**config.mk**
```make
export PLATFORM = sky130hd
export DESIGN_NAME = ps2_key_encoder
export DESIGN_NICKNAME = d
export VERILOG_FILES = /design/src/rtl/ps2_key_encoder.sv
export SDC_FILE = /design/constraint.sdc
export NUM_CORES = 1
export LEC_CHECK = 0
export CAP_MARGIN = 20
export CORE_ASPECT_RATIO = 1.5
export CORE_UTILIZATION = 55
export DETAILED_ROUTE_END_ITERATION = 8
export GPL_ROUTABILITY_DRIVEN = 0
export PLACE_DENSITY = 0.78
export SLEW_MARGIN = 20
export SYNTH_ARGS = -nofsm -noshare
export SYNTH_HDL_FRONTEND = slang
export SYNTH_SLANG_ARGS = --single-unit
```
**constraint.sdc**
```tcl
create_clock -name clk_sys -period 3.3 [get_ports clk_sys]
set_input_delay 0.33 -clock clk_sys [delete_from_list [all_inputs] [get_ports clk_sys]]
set_output_delay 0.33 -clock clk_sys [all_outputs]
set_load 0.05 [all_outputs]
```
**src/rtl/ps2_key_encoder.sv**
```systemverilog
// ps2_key_encoder: turns queued {extended, scancode, pressed} requests into
// events on the 65-bit ps2_key bus (bit 64 toggles once per event, bits
// [63:0] hold the byte history with the newest byte in [7:0]).
//
// Input handshake: a request transfers on a rising clk_sys edge where
// in_valid && in_ready. in_ready depends only on registered FIFO state (and is
// held low while reset is high), never on in_valid, so the source may change
// its request freely while in_ready is low. A pop in the same cycle does not
// open a slot for a push while the FIFO is full.
module ps2_key_encoder #(
  parameter int DEPTH      = 4,
  parameter int GAP_CYCLES = 16
) (
  input  logic        clk_sys,
  input  logic        reset,
  input  logic        in_valid,
  output logic        in_ready,
  input  logic [8:0]  in_code,
  input  logic        in_pressed,
  output logic [64:0] ps2_key,
  output logic        busy
);

  localparam int AW = (DEPTH > 1) ? $clog2(DEPTH) : 1;
  localparam int GW = (GAP_CYCLES > 1) ? $clog2(GAP_CYCLES) : 1;
  localparam logic [AW:0]   FULL_COUNT = (AW + 1)'(DEPTH);
  localparam logic [GW-1:0] GAP_LOAD   = (GAP_CYCLES > 0) ? GW'(GAP_CYCLES - 1) : '0;

  typedef enum logic [1:0] {
    S_IDLE    = 2'd0,
    S_SHIFT   = 2'd1,
    S_PUBLISH = 2'd2,
    S_GAP     = 2'd3
  } state_t;

  state_t r_state;
  state_t w_next_state;

  // Request FIFO: entry = {pressed, extended, scancode}
  logic [9:0]    r_mem [DEPTH];
  logic [AW-1:0] r_wr_ptr;
  logic [AW-1:0] r_rd_ptr;
  logic [AW:0]   r_count;

  // Serialiser state
  logic [63:0]   r_shadow;
  logic [23:0]   r_seq;      // pending bytes, next one in [23:16]
  logic [1:0]    r_left;     // bytes still to shift
  logic [GW-1:0] r_gap_cnt;
  logic [64:0]   r_ps2_key;

  logic          w_full;
  logic          w_empty;
  logic          w_push;
  logic          w_pop;
  logic [9:0]    w_head;
  logic [23:0]   w_seq;
  logic [1:0]    w_len;

  assign w_full   = (r_count == FULL_COUNT);
  assign w_empty  = (r_count == '0);
  assign in_ready = !w_full && !reset;
  assign w_push   = in_valid && in_ready;
  assign w_pop    = (r_state == S_IDLE) && !w_empty;
  assign w_head   = r_mem[r_rd_ptr];

  assign ps2_key  = r_ps2_key;
  assign busy     = (r_state != S_IDLE) || !w_empty;

  // Build the left-aligned byte sequence for the FIFO head (oldest byte first)
  always_comb begin
    w_seq = {w_head[7:0], 16'h0000};
    w_len = 2'd1;
    if (w_head[8] && !w_head[9]) begin
      w_seq = {8'hE0, 8'hF0, w_head[7:0]};
      w_len = 2'd3;
    end else if (w_head[8]) begin
      w_seq = {8'hE0, w_head[7:0], 8'h00};
      w_len = 2'd2;
    end else if (!w_head[9]) begin
      w_seq = {8'hF0, w_head[7:0], 8'h00};
      w_len = 2'd2;
    end
  end

  // FIFO storage write; contents need no reset since count gates every read
  always_ff @(posedge clk_sys) begin
    if (w_push) begin
      r_mem[r_wr_ptr] <= {in_pressed, in_code};
    end
  end

  // FIFO pointers and occupancy
  always_ff @(posedge clk_sys) begin
    if (reset) begin
      r_wr_ptr <= '0;
      r_rd_ptr <= '0;
      r_count  <= '0;
    end else begin
      if (w_push) r_wr_ptr <= r_wr_ptr + 1'b1;
      if (w_pop)  r_rd_ptr <= r_rd_ptr + 1'b1;
      unique case ({w_push, w_pop})
        2'b10:   r_count <= r_count + 1'b1;
        2'b01:   r_count <= r_count - 1'b1;
        default: r_count <= r_count;
      endcase
    end
  end

  // FSM state register
  always_ff @(posedge clk_sys) begin
    if (reset) r_state <= S_IDLE;
    else       r_state <= w_next_state;
  end

  // FSM next-state logic
  always_comb begin
    w_next_state = r_state;
    unique case (r_state)
      S_IDLE:    if (!w_empty) w_next_state = S_SHIFT;
      S_SHIFT:   if (r_left == 2'd1) w_next_state = S_PUBLISH;
      S_PUBLISH: w_next_state = (GAP_CYCLES == 0) ? S_IDLE : S_GAP;
      S_GAP:     if (r_gap_cnt == '0) w_next_state = S_IDLE;
      default:   w_next_state = S_IDLE;
    endcase
  end

  // Serialiser datapath: latch, shift into a cleared shadow, publish atomically
  always_ff @(posedge clk_sys) begin
    if (reset) begin
      r_shadow  <= '0;
      r_seq     <= '0;
      r_left    <= '0;
      r_gap_cnt <= '0;
      r_ps2_key <= '0;
    end else begin
      unique case (r_state)
        S_IDLE: begin
          if (!w_empty) begin
            r_shadow <= '0;
            r_seq    <= w_seq;
            r_left   <= w_len;
          end
        end
        S_SHIFT: begin
          r_shadow <= {r_shadow[55:0], r_seq[23:16]};
          r_seq    <= {r_seq[15:0], 8'h00};
          r_left   <= r_left - 2'd1;
        end
        S_PUBLISH: begin
          r_ps2_key <= {~r_ps2_key[64], r_shadow};
          r_gap_cnt <= GAP_LOAD;
        end
        S_GAP: begin
          r_gap_cnt <= r_gap_cnt - 1'b1;
        end
        default: ;
      endcase
    end
  end

endmodule

```
==> results.yml <==
synth:
  synthArstFlopShare_pct: 0
  synth_area_leaders: "dfxtp_1 43%, edfxtp_1 15%, mux2i_1 8.2%"
  synth.distinct_cells: 49
  syn_inst: 698
  synth_area_leader_cell: "dfxtp_1"
  ys.flop_type: "dfxtp_1"
  synth_seq_cells: 210
  synth_top_area_share_pct: 43.11
  synth-edff-count: 40
  synthesis.nets: 725
  syn_area_um2: 7895
  yosysWarnings: 0
  syn_area_per_cell_um2: 11.31
  seq_area_frac_synth_pct: 58.32
die:
  core_um2: 13990
  io_pins: 80
  die_h_um: 148.7
  dieArea_um2: 14850
  start_util_pct: 56.42
  die_w_um: 99.83
  rows: 53
sta:
  tightestPinTransition_ps: 828.6
  whs_ps: 320.7
  relSlewSlack_pct: 44.76
  slew_violations: 0
  max_freq_mhz: 336.6
  fin_skew_ps: 8.871
  hold_viol_final: 0
  fin_ws_ps: 329.5
  post-route-period-util_pct: 90.02
  setup_viol: 0
  period_minus_slack_ps: 2971
  setup_tns_ps: 0
  rsz0062_at_grt: "no"
clock_network:
  postCtsSetupBuffers: 0
  postCtsHoldBufs: 0
  cts.sinks: 210
  cts_root_buffer: "clkbuf_16"
  cts_max_level: 1
  cts_resized: 0
  clk_pin_slew_ps: 70
  cts_tree: "yes"
  cts_buffer_depth: 3
  cts_buffers: 20
  clk_latency_ps: 480
detailed_routing:
  drt-wirelength-per-cell_um: 16.60
  drt-total-wl_um: 15990
  drt_iter0_drc: 240
  drtAntennaViolNets: 0
  routed_via_density: 5.548
  firstDrtPassIters: 5
  drc_errors: 0
  vias: 5343
worst_setup_path:
  r2r_cells: 8
  cp-startpoint: "r_state[0]"
  required_ps: 2970
  rrSetupSlack_ps: 780
  r2r_start: "r_state[0]"
  r2r-end: "r_seq[14]"
  cp-end-kind: "primary output"
  path_class: "reg -> out"
  path_max_fanout: 7
  arrival_ps: 2640
  cp-start-kind: "register"
placement:
  hpwl_um: 10520
  portBuffers: 79
  place_area_um2: 8735
  dp_slack_ps: 849.5
pwr:
  power.density_nw_per_um2: 750.5
  switching_share_pct: 32.15
  switchingPower_uw: 2278
  clkPwrFrac_pct: 32.3
  combPwrFrac_pct: 26.2
  leakagePower_uw: 0.003284
  ir_worst_vdd_uv: 529.0
  p_int_uw: 4809
  seq_power_share_pct: 41.4
min_path:
  min-delay-start: "reset"
  min_path_type: "in -> reg"
  min_to: "ps2_key[13]"
  holdPathStages: 2
global_routing:
  grt_max_degree: 117
  grt_pass1_vias: 5169
  antenna_found_initial: 0
  overflow: 0
  grt_pass1_wl_um: 25380
  grt_util_all_layers_pct: 21.29
cells_and_area:
  fin_util_pct: 67.49
  antenna_cells: 0
  drive_gt1_share_pct: 7.782
  num-nets-final: 784
  fin_area_um2: 9443
  areaGrowthSynthToFinish_pct: 19.60
outcome:
  outcome: "complete, no violations"
run:
  maxCapViolCount: 0
## cells in the final DEF, fill, tap and decap left out, types with 5 or more instances in the layout
cell type,synthesis,final
a211oi_1,14,14
a21oi_1,10,10
dfxtp_1,170,170
ha_1,13,12
mux2i_1,65,65
clkdlybuf4s50_1,0,78
clkbuf_16,0,23
mux4_1,6,6
nor2_1,165,165
a22oi_1,72,72
edfxtp_1,40,40
buf_4,2,9
inv_1,16,16
nand2_1,5,5
## cells in the mapped netlist (all sizes together) (4+ instances only)
cell / instances
a22oi: 72
a211oi: 14
nor3b: 4
inv: 17
edfxtp: 40
nor2: 165
a21oi: 10
buf: 29
ha: 13
nand2: 5
mux2i: 65
mux4: 10
nand3: 4
o2bb2ai: 4
dfxtp: 170
a21boi: 4
clkbuf: 24
nor4: 5
nand2b: 5
a32oi: 4
and2: 5
## worst max path at each step
| stage | slack (ps) | depth (start not counted) | to |
|---|---|---|---|
| 2_1_floorplan | 1110 | 9 | r_count[2] |
| 3_3_place_gp | 900 | 5 | busy |
| 3_5_place_dp | 850 | 10 | r_count[2] |
| 4_1_cts | 330 | 5 | busy |
| 5_1_grt | 210 | 5 | busy |
| 6_report | 330 | 5 | busy |
## flip-flops by register name (all words and copies together), names as in the netlist, named ones only
signal / cells
r_state: 2
r_shadow: 64
r_gap_cnt: 4
ps2_key: 65
r_left: 2
r_wr_ptr: 2
r_count: 3
r_rd_ptr: 2
r_seq: 24
r_mem: 40
## power by group through the flow
stage	clock network, µW	logic (µW)	registers, µW
5_1_grt	2430	2010	2950
3_3_place_gp	0	1740	2970
3_5_place_dp	0	1810	2990
2_1_floorplan	0	1500	2960
4_1_cts	2330	1840	2930
6_report	2290	1860	2940
## cell families (layout without fill, tap and decap cells)
| group | Yosys count | count (layout) | share of synthesized area (%) |
|---|---|---|---|
| AOI/OAI and AO/OA | 121 | 121 | 11.47 |
| DFF | 210 | 210 | 58.32 |
| buffers and inverters | 70 | 143 | 4.643 |
| muxes | 76 | 76 | 11.52 |
| xor gates and xnor gates | 6 | 6 | 0.6657 |
| and+or+nand+nor | 201 | 201 | 11.06 |
| adders and majority gates | 14 | 14 | 2.314 |
## metal layers
layer	part of all wire [%]	track usage (%)	up-vias
li1	-	-	2598
met1	38	23.18	2598
met2	57	41.66	117
met3	3.2	2.812	30
met4	2.2	6.838	0
met5	0	0	-
## final cells by class
class                           instances  area (µm²)
Clock buffer                           30       643.1
Clock inverter                          6       37.54
Fill cell                            1038        4549
Inverter                               17       63.81
Multi-Input combinational cell        418        2938
Sequential cell                       210        4604
Tap cell                              192       240.2
Timing Repair Buffer                   90       915.9
## through the flow
stage	instances	total power (µW)
3_5_place_dp	926	4803
4_1_cts	962	7099
2_1_floorplan	698	4457
6_report	963	7087
5_1_grt	963	7388
3_3_place_gp	926	4708
## critical path: stages, from the launching register on
cell and delay (ps):
dfxtp_1 350, inv_1 140, ha_1 310, nor4b_4 430, inv_2 180, clkdlybuf4s50_1 760
(Power assumes the default switching activity.)
